`config.mk`:
```
export PLATFORM = sky130hd
export DESIGN_NAME = pipeline_hazard_ctrl
export DESIGN_NICKNAME = d
export VERILOG_FILES = /design/src/rtl/pipe_ctrl_pkg.sv /design/src/rtl/hazard_detect.sv /design/src/rtl/pipeline_hazard_ctrl.sv
export SDC_FILE = /design/constraint.sdc
export NUM_CORES = 1
export LEC_CHECK = 0
export ABC_CLOCK_PERIOD_IN_PS = 2750
export BUFFER_PORTS_ARGS = -buffer_cell sky130_fd_sc_hd__buf_2
export CORE_AREA = 2 2 39 41
export DETAILED_ROUTE_END_ITERATION = 8
export DIE_AREA = 0 0 41 43
export HOLD_SLACK_MARGIN = 0.1
export SYNTH_ARGS = -nofsm -noshare
export SYNTH_HDL_FRONTEND = slang
export SYNTH_SLANG_ARGS = --single-unit
```
`constraint.sdc`:
```
create_clock -name clk -period 2.75 [get_ports clk]
set_input_delay 0.275 -clock clk [delete_from_list [all_inputs] [get_ports clk]]
set_output_delay 0.275 -clock clk [all_outputs]
set_load 0.01 [all_outputs]
```
`src/rtl/pipe_ctrl_pkg.sv`:
```
// Shared definitions for the pipeline hazard controller: FSM state codes
// and register-index width.
package pipe_ctrl_pkg;

  localparam int REG_IDX_W = 5;

  localparam logic [1:0] RUN_CODE      = 2'd0;
  localparam logic [1:0] MEM_WAIT_CODE = 2'd1;
  localparam logic [1:0] REDIRECT_CODE = 2'd2;
  localparam logic [1:0] UNUSED_CODE   = 2'd3;

  typedef enum logic [1:0] {
    ST_RUN      = RUN_CODE,
    ST_MEM_WAIT = MEM_WAIT_CODE,
    ST_REDIRECT = REDIRECT_CODE,
    ST_UNUSED   = UNUSED_CODE
  } state_t;

endpackage

```
`src/rtl/hazard_detect.sv`:
```
// Combinational load-use detector: a load in EX whose non-zero destination
// is read by the instruction in ID.
module hazard_detect
  import pipe_ctrl_pkg::*;
(
  input  logic [REG_IDX_W-1:0] id_rs1,
  input  logic [REG_IDX_W-1:0] id_rs2,
  input  logic                 id_use_rs1,
  input  logic                 id_use_rs2,
  input  logic [REG_IDX_W-1:0] ex_rd,
  input  logic                 ex_memread,
  output logic                 load_use
);

  logic w_rd_nonzero;
  logic w_rs1_hit;
  logic w_rs2_hit;

  assign w_rd_nonzero = (ex_rd != {REG_IDX_W{1'b0}});
  assign w_rs1_hit    = id_use_rs1 && (id_rs1 == ex_rd);
  assign w_rs2_hit    = id_use_rs2 && (id_rs2 == ex_rd);
  assign load_use     = ex_memread && w_rd_nonzero && (w_rs1_hit || w_rs2_hit);

endmodule

```
`src/rtl/pipeline_hazard_ctrl.sv`:
```
// Pipeline hazard controller: load-use stall, branch flush and data-memory
// freeze. Define HAZARD_PERF_CNT_EN to add saturating performance counters.
module pipeline_hazard_ctrl
  import pipe_ctrl_pkg::*;
(
  input  logic                 clk,
  input  logic                 reset_n,
  input  logic [REG_IDX_W-1:0] id_rs1,
  input  logic [REG_IDX_W-1:0] id_rs2,
  input  logic                 id_use_rs1,
  input  logic                 id_use_rs2,
  input  logic [REG_IDX_W-1:0] ex_rd,
  input  logic                 ex_memread,
  input  logic                 ex_branch_taken,
  input  logic                 mem_req,
  input  logic                 mem_ready,
`ifdef HAZARD_PERF_CNT_EN
  output logic [31:0]          stall_cnt,
  output logic [31:0]          freeze_cnt,
  output logic [31:0]          flush_cnt,
`endif
  output logic                 pc_write,
  output logic                 if_id_write,
  output logic                 if_id_flush,
  output logic                 id_ex_stall,
  output logic                 pipe_freeze,
  output logic [1:0]           state
);

  state_t r_state;
  state_t w_next;
  logic   r_pending_flush;
  logic   w_pending_next;
  logic   w_load_use;
  logic   w_mem_stall;

  hazard_detect u_hazard_detect (
    .id_rs1     (id_rs1),
    .id_rs2     (id_rs2),
    .id_use_rs1 (id_use_rs1),
    .id_use_rs2 (id_use_rs2),
    .ex_rd      (ex_rd),
    .ex_memread (ex_memread),
    .load_use   (w_load_use)
  );

  assign w_mem_stall = mem_req && !mem_ready;
  assign state       = r_state;

  // Mealy outputs; a memory stall outranks a branch flush, which outranks load-use.
  always_comb begin
    pc_write       = 1'b1;
    if_id_write    = 1'b1;
    if_id_flush    = 1'b0;
    id_ex_stall    = 1'b0;
    pipe_freeze    = 1'b0;
    w_next         = r_state;
    w_pending_next = r_pending_flush;
    case (r_state)
      ST_RUN: begin
        if (w_mem_stall) begin
          pipe_freeze    = 1'b1;
          pc_write       = 1'b0;
          if_id_write    = 1'b0;
          w_next         = ST_MEM_WAIT;
          w_pending_next = ex_branch_taken;
        end else if (ex_branch_taken) begin
          if_id_flush = 1'b1;
          id_ex_stall = 1'b1;
        end else if (w_load_use) begin
          pc_write    = 1'b0;
          if_id_write = 1'b0;
          id_ex_stall = 1'b1;
        end else begin
          w_next = ST_RUN;
        end
      end
      ST_MEM_WAIT: begin
        pipe_freeze = 1'b1;
        pc_write    = 1'b0;
        if_id_write = 1'b0;
        if (mem_ready) begin
          w_next = r_pending_flush ? ST_REDIRECT : ST_RUN;
        end else begin
          w_next = ST_MEM_WAIT;
        end
      end
      ST_REDIRECT: begin
        if_id_flush    = 1'b1;
        id_ex_stall    = 1'b1;
        w_pending_next = 1'b0;
        w_next         = w_mem_stall ? ST_MEM_WAIT : ST_RUN;
      end
      default: begin
        w_next         = ST_RUN;
        w_pending_next = 1'b0;
      end
    endcase
  end

  // State and deferred-flush registers.
  always_ff @(posedge clk or negedge reset_n) begin
    if (!reset_n) begin
      r_state         <= ST_RUN;
      r_pending_flush <= 1'b0;
    end else begin
      r_state         <= w_next;
      r_pending_flush <= w_pending_next;
    end
  end

`ifdef HAZARD_PERF_CNT_EN
  logic [31:0] r_stall_cnt;
  logic [31:0] r_freeze_cnt;
  logic [31:0] r_flush_cnt;
  logic        w_stall_evt;

  // A stall without a flush is the load-use response.
  assign w_stall_evt = id_ex_stall && !if_id_flush;

  // Saturating event counters.
  always_ff @(posedge clk or negedge reset_n) begin
    if (!reset_n) begin
      r_stall_cnt  <= 32'd0;
      r_freeze_cnt <= 32'd0;
      r_flush_cnt  <= 32'd0;
    end else begin
      if (w_stall_evt && (r_stall_cnt != 32'hFFFF_FFFF)) begin
        r_stall_cnt <= r_stall_cnt + 32'd1;
      end
      if (pipe_freeze && (r_freeze_cnt != 32'hFFFF_FFFF)) begin
        r_freeze_cnt <= r_freeze_cnt + 32'd1;
      end
      if (if_id_flush && (r_flush_cnt != 32'hFFFF_FFFF)) begin
        r_flush_cnt <= r_flush_cnt + 32'd1;
      end
    end
  end

  assign stall_cnt  = r_stall_cnt;
  assign freeze_cnt = r_freeze_cnt;
  assign flush_cnt  = r_flush_cnt;
`endif

endmodule

```
**Word-level counts from Yosys, hierarchy flattened**

Cells that the tools add are included.
Widths: inputs -> output; s select.

- Register bits: 3
- Bits of input ports: 23
- Output and inout bits: 7
- Logic and storage cells: 43

- Equal/unequal tests: 7
- Multiplexer cells: 22
- Bitwise gates (word level): 1
- Reduce and logical (&&, ||, !) cells: 11

Operator list:

| kind | count |
|---|---|
| $mux 1 | 11 |
| $eq 5x5->1 | 2 |
| $mux 2 | 5 |
| $pmux 1 s2 | 5 |
| $ne 3x3->1 const B | 2 |
| $pmux 2 s3 | 1 |
| $logic_and 1x1->1 | 5 |
| $reduce_bool 5->1 | 1 |
| $reduce_and 2->1 | 2 |
| $eq 2x1->1 const B | 1 |
| $eq 2x2->1 const B | 1 |
| $logic_not 2->1 | 1 |
| $ne 2x2->1 const B | 1 |
| $logic_not 1->1 | 1 |
| $logic_or 1x1->1 | 1 |
| $not 1->1 | 1 |

**Depth between registers and ports, before layout**

Gate-level depths: netlist of run 1.

- Depth after elaboration: 8
- Gate-level depth with buffers: 5
- Mapped depth without buffers: 4

**Cells and area by module**

A second synthesis of run 1 with hierarchy kept.

- Cells, all modules: 37
- Area, all modules: 320.3 µm²

Modules (own cells, without submodules):

| module | times used | cells an instance | area an instance (µm²) | sequential area each (µm²) |
|---|---|---|---|---|
| pipeline_hazard_ctrl | 1 | 20 | 186.4 | 75.1 |
| hazard_detect | 1 | 17 | 133.9 | 0.0 |

**Worst setup path after synthesis of run 1**

OpenSTA, ideal clock, no wires.

- Kind: in2out
- Start: input port ex_rd[0]
- End: output port pc_write
- Arrival time: 1.441 ns
- Setup slack: 1.034 ns
- Stages on the path: 5
- Buffers on the path: 1
- Cell sequence: or4_1 -> o21ai_2 -> nor3_1 -> a21oi_1 -> buf_4

- Cells in the longest elaborated chain, start to end: 8

RTL lines:

| element | line | source |
|---|---|---|
| start, declared | pipeline_hazard_ctrl.sv:12 | `input logic [REG_IDX_W-1:0] ex_rd,` |
| $eq 5x5->1 (on tied branches) | hazard_detect.sv:20, hazard_detect.sv:21 |  |
| $logic_and 1x1->1 (on tied branches) | hazard_detect.sv:20, hazard_detect.sv:21 |  |
| $logic_or 1x1->1 | hazard_detect.sv:22 | `assign load_use = ex_memread && w_rd_nonzero && (w_rs1_hit \|\| w_rs2_hit);` |
| $logic_and 1x1->1 (*) | hazard_detect.sv:22 |  |
| $mux 1 (*) (3 in series) | - |  |
| $pmux 1 s2 (*) | - |  |
| end, declared | pipeline_hazard_ctrl.sv:22 | `output logic pc_write,` |

Every way passes the cells marked *; elsewhere a longest branch is shown, timed or not.

**Final worst setup path of run 1**

- Start: input port ex_rd[0]
- End: output port id_ex_stall

- Cells in the longest elaborated chain, start to end: 8

RTL lines:

| element | line | source |
|---|---|---|
| $eq 5x5->1 (on tied branches) | hazard_detect.sv:20, hazard_detect.sv:21 |  |
| $logic_and 1x1->1 (on tied branches) | hazard_detect.sv:20, hazard_detect.sv:21 |  |
| $logic_or 1x1->1 | hazard_detect.sv:22 |  |
| $logic_and 1x1->1 (*) | hazard_detect.sv:22 |  |
| $mux 1 (*) | pipeline_hazard_ctrl.sv:70 | `end else if (w_load_use) begin` |
| $mux 1 (*) | pipeline_hazard_ctrl.sv:67 | `end else if (ex_branch_taken) begin` |
| $mux 1 (*) | pipeline_hazard_ctrl.sv:61 | `if (w_mem_stall) begin` |
| $pmux 1 s2 (*) | pipeline_hazard_ctrl.sv:59 | `case (r_state)` |
| end, declared | pipeline_hazard_ctrl.sv:25 | `output logic id_ex_stall,` |

Marks and branches as above.

==> impl_metrics.py, run 1 <==
metrics = {
    "global_routing": {
        "grt-ovfl-total": 0,
        "met3_usage_in_global_routing_pct": 0,
        "gr-usage-met1_pct": 12.01,
        "grtUsageTotal_pct": 10.47,
        "groute.layer.met2.usage_pct": 18.13,
        "grt_antenna_before_repair": 0,
        "first_pass_grt_wire_length_um": 1297,
        "top_usage_layer": "met2",
        "first_global_vias": 370,
        "maximum_number_of_pins_on_one_net_before_global_route_repair": 7,
    },
    "cells_and_area": {
        "nNetsFinal": 97,
        "post_layout_inst_area_sq_um": 503.0,
        "antenna_cells": 0,
        "layout-drive-gt1-share_pct": 45.21,
        "area_growth_pct": 62.75,
    },
    "critical_path": {
        "critPathRequiredTime_ns": 2.48,
        "worstSetupStartpointType": "input port",
        "path_class": "input port to primary output",
        "r2r_slack_ns": 1.79,
        "r2r_end": "r_pending_flush",
        "crit-reg2reg-launch": "state[0]",
        "timing.reg2reg.worst_path_depth": 3,
        "worstPathArrival_ns": 1.45,
        "setup.worst_path.end_class": "primary output",
        "cp_max_fo": 3,
    },
    "run": {
        "maxCapViolations": 0,
    },
    "drt": {
        "drt_pre_antenna_iters": 5,
        "detailroute.via_count": 378,
        "wl_um": 794,
        "drcViolationCount": 0,
        "viasPerCell": 4.247,
        "post_drt_wl_per_cell_um": 8.921,
        "antenna_violating_nets_post_route": 0,
        "dr.first_iter.drc_count": 6,
    },
    "sta": {
        "fmax_mhz": 578.2,
        "layout_worst_path_cycle_share_pct": 62.89,
        "postLayoutSetupSlackWorst_ns": 1.020,
        "finalSetupTns_ns": 0,
        "setup_repair_after_global_routing_missed_its_margin": "no",
        "fin_crit_ns": 1.730,
        "setup_violations": 0,
        "clock_skew_ns": 0.0002321,
        "tightest_hold_margin_ns": 0.2543,
        "final_hold_violation_count": 0,
        "final-max-slew-violation-count": 0,
        "tightest_slew_ns": 0.2041,
        "max_slew_margin_pct": 86.39,
    },
    "cts": {
        "htree_num_levels": 1,
        "clock_latency_ns": 0.23,
        "clkSlewWorstSetupHoldPaths_ns": 0.03,
        "cts_tree": "done",
        "post_cts_resized": 0,
        "tritoncts_num_sinks": 3,
        "ctsLongestPathBuffers": 2,
        "cts_bufs_inserted": 3,
        "clock_tree.root_cell": "sky130_fd_sc_hd__clkbuf_4",
    },
    "synthesis": {
        "netlist_area_before_placement_sq_um": 309.0,
        "netlist_instances": 40,
        "postSynthRegisterBits": 3,
        "synth.net_count": 63,
        "synth_area_per_cell_sq_um": 7.726,
        "netlist-cell-type-count": 17,
        "yosysSeqAreaShare_pct": 24.29,
        "warning_count_from_the_yosys_run": 0,
    },
    "min_path": {
        "hold_path_end": "state[0]",
        "holdCritPathClass": "input port to flip-flop",
        "worstHoldPathCells": 2,
        "hold_path.startpoint": "mem_ready",
    },
    "die": {
        "die-area_sq_um": 1763,
        "die-height_um": 43,
        "fp-row-count": 14,
        "io_pins": 30,
        "fp.coreArea_sq_um": 1384,
        "start_util_pct": 22.33,
        "die_extent_in_x_um": 41,
    },
    "pwr": {
        "power.switching_uw": 57.43,
        "pwr-share-clk_pct": 37.6,
        "peakVddDrop_mv": 0.2238,
        "power.static_leakage_nw": 0.2572,
        "power.share.switching_pct": 28.87,
        "power-per-cell-area_nw_per_um2": 395.5,
        "seq_power_share_pct": 26.5,
        "cellInternalPower_uw": 141.5,
        "combinationalPowerShare_pct": 35.9,
    },
    "placement": {
        "post_place_instance_area_sq_um": 466.7,
        "finalWeightedCongestion": 0.6882,
        "dp_worst_setup_slack_ns": 1.015,
        "post-dp-hpwl_um": 719,
        "placement.io_buffers": 29,
    },
    "outcome": {
        "run_status": "finished clean",
    },
}
-- critical path, stage by stage --
cell	delay, ns
sky130_fd_sc_hd__buf_2	0.12
sky130_fd_sc_hd__or4_1	0.54
sky130_fd_sc_hd__o21ai_2	0.14
sky130_fd_sc_hd__a211oi_1	0.06
sky130_fd_sc_hd__a21bo_1	0.18
sky130_fd_sc_hd__buf_2	0.13
-- kinds of logic after synthesis --
| group | count (synthesis) | synth area share (%) |
|---|---|---|
| compound gates | 10 | 21.46 |
| xor+xnor | 10 | 28.34 |
| buf+inv | 4 | 6.074 |
| flops | 3 | 24.29 |
| simple gates | 13 | 19.84 |
-- area by class of cell --
type	count	area, sq um
fill	163	880.8
multi-input combinational	33	215.2
timing repair buffer	30	155.1
sequential	3	75.07
clock buffer	4	26.28
tap	16	20.02
inverter	3	11.26
-- layer usage --
metal | part of all wire [%] | routed length (um)
met5 | 0 | 0
met4 | 0 | 0
met3 | 12 | 92
met2 | 54 | 428
met1 | 34 | 273
-- cells in the mapped netlist --
| library cell | number | area [sq um] |
|---|---|---|
| sky130_fd_sc_hd__a211oi_1 | 1 | 7.510 |
| sky130_fd_sc_hd__a21bo_1 | 1 | 10.01 |
| sky130_fd_sc_hd__a21oi_1 | 4 | 20.02 |
| sky130_fd_sc_hd__a2bb2oi_1 | 1 | 8.760 |
| sky130_fd_sc_hd__buf_4 | 1 | 7.510 |
| sky130_fd_sc_hd__dfrtp_1 | 3 | 75.07 |
| sky130_fd_sc_hd__inv_1 | 3 | 11.26 |
| sky130_fd_sc_hd__nand2_1 | 5 | 18.77 |
| sky130_fd_sc_hd__nand2b_1 | 1 | 6.260 |
| sky130_fd_sc_hd__nand4_1 | 2 | 12.51 |
| sky130_fd_sc_hd__nor2_1 | 3 | 11.26 |
| sky130_fd_sc_hd__nor3_1 | 1 | 5.000 |
| sky130_fd_sc_hd__o21ai_0 | 1 | 5.000 |
| sky130_fd_sc_hd__o21ai_2 | 1 | 8.760 |
| sky130_fd_sc_hd__o22ai_1 | 1 | 6.260 |
| sky130_fd_sc_hd__or4_1 | 1 | 7.510 |
| sky130_fd_sc_hd__xnor2_1 | 10 | 87.58 |
-- through the flow --
| stage | utilization (%) | power, mW | cells |
|---|---|---|---|
| after floorplan | - | 0.09215 | 40 |
| after global routing | 36.35 | 0.2177 | 89 |
| after global placement | 33.73 | 0.1249 | 84 |
| after detailed placement | 33.73 | 0.1250 | 84 |
| after CTS | 36.35 | 0.2059 | 89 |
| final | 36.35 | 0.1990 | 89 |
-- how the worst max path moves through the flow --
stage | to | from | cells past startpoint
finish | id_ex_stall | ex_rd[0] | 6
global route | if_id_write | ex_rd[0] | 6
CTS | id_ex_stall | ex_rd[0] | 6
detailed placement | id_ex_stall | ex_rd[0] | 6
global placement | id_ex_stall | ex_rd[0] | 6
floorplan | pc_write | ex_rd[0] | 5
-- flip-flops by register name, summed over array words and instances, names as in the netlist --
register / count
r_pending_flush: 1
state: 2
-- power by group through the flow --
stage	registers [mW]	clock network, mW	logic, mW
final	0.0527	0.0748	0.0714
after global routing	0.0540	0.0820	0.0817
after CTS	0.0527	0.0801	0.0730
after detailed placement	0.0532	0	0.0718
after global placement	0.0534	0	0.0715
after floorplan	0.0535	0	0.0386
-- timing repair --
action                     CTS  global route
hold endpoints to repair     3             0
setup endpoints to repair    0             0
setup buffers                0             0
hold buffers                 1             0
-- cell usage in the layout (no fill, tap or decap) --
cell | synthesis | layout
sky130_fd_sc_hd__dlygate4sd3_1 | 0 | 1
sky130_fd_sc_hd__dfrtp_1 | 3 | 3
sky130_fd_sc_hd__o21ai_2 | 1 | 1
sky130_fd_sc_hd__o21ai_0 | 1 | 1
sky130_fd_sc_hd__a2bb2oi_1 | 1 | 1
sky130_fd_sc_hd__o22ai_1 | 1 | 1
sky130_fd_sc_hd__buf_2 | 0 | 29
sky130_fd_sc_hd__a211oi_1 | 1 | 1
sky130_fd_sc_hd__inv_1 | 3 | 3
sky130_fd_sc_hd__nand4_1 | 2 | 2
sky130_fd_sc_hd__nand2_1 | 5 | 5
sky130_fd_sc_hd__nor2_1 | 3 | 3
sky130_fd_sc_hd__nor3_1 | 1 | 1
sky130_fd_sc_hd__nand2b_1 | 1 | 1
sky130_fd_sc_hd__or4_1 | 1 | 1
sky130_fd_sc_hd__a21oi_1 | 4 | 4
sky130_fd_sc_hd__xnor2_1 | 10 | 10
sky130_fd_sc_hd__clkbuf_1 | 0 | 1
sky130_fd_sc_hd__a21bo_1 | 1 | 1
sky130_fd_sc_hd__clkbuf_4 | 0 | 3
(Power assumes the default switching activity.)
==> inputs of run 2 (changes only) <==
- ABC_CLOCK_PERIOD_IN_PS: 2750 -> 1650
- clock period: 2.75 -> 1.65 ns (I/O delays scaled with it)
==> impl_metrics.py, run 2 (synthesis gave the netlist of run 1 again) <==
metrics = {
    "run": {
        "maxCapViolations": 0,
    },
    "global_routing": {
        "maximum_number_of_pins_on_one_net_before_global_route_repair": 7,
        "first_pass_grt_wire_length_um": 1297,
        "grt-ovfl-total": 0,
        "first_global_vias": 370,
        "grt_antenna_before_repair": 0,
        "grtUsageTotal_pct": 10.47,
    },
    "drt": {
        "viasPerCell": 4.247,
        "detailroute.via_count": 378,
        "antenna_violating_nets_post_route": 0,
        "drcViolationCount": 0,
        "post_drt_wl_per_cell_um": 8.910,
        "dr.first_iter.drc_count": 6,
        "wl_um": 793,
        "drt_pre_antenna_iters": 5,
    },
    "placement": {
        "finalWeightedCongestion": 0.6882,
        "post_place_instance_area_sq_um": 466.7,
        "post-dp-hpwl_um": 719,
        "placement.io_buffers": 29,
        "dp_worst_setup_slack_ns": 0.1354,
        "post-place-cells": 84,
    },
    "cts": {
        "tritoncts_num_sinks": 3,
        "cts_bufs_inserted": 3,
        "number_of_post_cts_setup_repair_buffers": 0,
        "htree_num_levels": 1,
        "cts_tree": "done",
        "ctsLongestPathBuffers": 2,
        "clkSlewWorstSetupHoldPaths_ns": 0.03,
        "clock_latency_ns": 0.23,
        "clock_tree.root_cell": "sky130_fd_sc_hd__clkbuf_4",
    },
    "cells_and_area": {
        "layout.filler_cells": 163,
        "nNetsFinal": 97,
        "layout-drive-gt1-share_pct": 45.21,
        "largest_register_ffs": 2,
        "mostFrequentLayoutCell": "sky130_fd_sc_hd__buf_2",
        "antenna_cells": 0,
        "area_growth_pct": 62.75,
        "layout.cells.most_common_list": "29 x sky130_fd_sc_hd__buf_2, 10 x sky130_fd_sc_hd__xnor2_1, 5 x sky130_fd_sc_hd__nand2_1",
        "post_layout_inst_area_sq_um": 503.0,
        "post_layout_nonfiller_instances": 89,
        "final_core_util_pct": 36.35,
    },
    "sta": {
        "fmax_mhz": 662.2,
        "tightest_hold_margin_ns": 0.1443,
        "postLayoutSetupSlackWorst_ns": 0.1398,
        "finalSetupTns_ns": 0,
        "fin_crit_ns": 1.510,
        "setup_repair_after_global_routing_missed_its_margin": "no",
        "clock_skew_ns": 0.0002321,
        "setup_violations": 0,
        "tightest_slew_ns": 0.2027,
        "layout_worst_path_cycle_share_pct": 91.53,
        "final_hold_violation_count": 0,
        "final-max-slew-violation-count": 0,
        "max_slew_margin_pct": 86.49,
    },
    "die": {
        "die-height_um": 43,
        "start_util_pct": 22.33,
        "fp-row-count": 14,
        "die-area_sq_um": 1763,
        "die_extent_in_x_um": 41,
        "io_pins": 30,
        "fp.coreArea_sq_um": 1384,
    },
    "critical_path": {
        "critPathRequiredTime_ns": 1.48,
        "worstSetupStartpointType": "input port",
        "setup.worst_path.end_class": "primary output",
        "worstPathArrival_ns": 1.35,
        "cp_max_fo": 3,
        "crit-reg2reg-launch": "state[0]",
        "worstSetupStartpoint": "ex_rd[0]",
        "path_class": "input port to primary output",
    },
    "min_path": {
        "hold_path.startpoint": "mem_ready",
        "holdCritPathClass": "input port to flip-flop",
    },
    "outcome": {
        "run_status": "finished clean",
    },
    "pwr": {
        "power.static_leakage_nw": 0.2572,
        "totalPowerFinal_uw": 331.6,
        "power-per-cell-area_nw_per_um2": 659.3,
        "peakVddDrop_mv": 0.3731,
    },
}
## run 2: layout make-up
type | count | area [sq um] | share of cell area (%)
multi-input combinational | 33 | 215.2 | 42.79
timing repair buffer | 30 | 155.1 | 30.85
sequential | 3 | 75.07 | 14.93
clock buffer | 4 | 26.28 | 5.224
tap | 16 | 20.02 | 3.980
inverter | 3 | 11.26 | 2.239
## run 2: critical path, cell delays in order
cell and delay [ns]:
sky130_fd_sc_hd__buf_2 0.12, sky130_fd_sc_hd__or4_1 0.54, sky130_fd_sc_hd__o21ai_2 0.14, sky130_fd_sc_hd__a211oi_1 0.06, sky130_fd_sc_hd__a21bo_1 0.18, sky130_fd_sc_hd__buf_2 0.13
## run 2: path summary, 6_finish.rpt
path	endpoint	slack, ns	cells past startpoint
max reg2reg	r_pending_flush	0.69	3
min reg2reg	state[1]	0.50	2
max	id_ex_stall	0.14	6
max in group asynchronous	state[1]	1.29	2
min	state[0]	0.14	2
min in group asynchronous	r_pending_flush	0.25	2
## run 2: report_power, final
group	switching, mW	internal [mW]	leakage [nW]
Clock	0.0342	0.0904	0.0150
Combinational	0.0554	0.0637	0.203
Sequential	0.00610	0.0818	0.0393
## run 2: routing by layer
layer	global-route usage (%)	wire length (um)	vias up	share of wire, %
li1	-	-	202	-
met1	12.01	272	160	34
met2	18.13	428	16	54
met3	0	92	0	12
met4	6.000	0	0	0
met5	0	0	-	0
## run 2: repair_timing
action / in CTS / in global routing
hold buffers: 1 / 0
resized for setup: 0 / 0
endpoints found under the hold margin: 3 / 0
endpoints found under the setup margin: 0 / 1
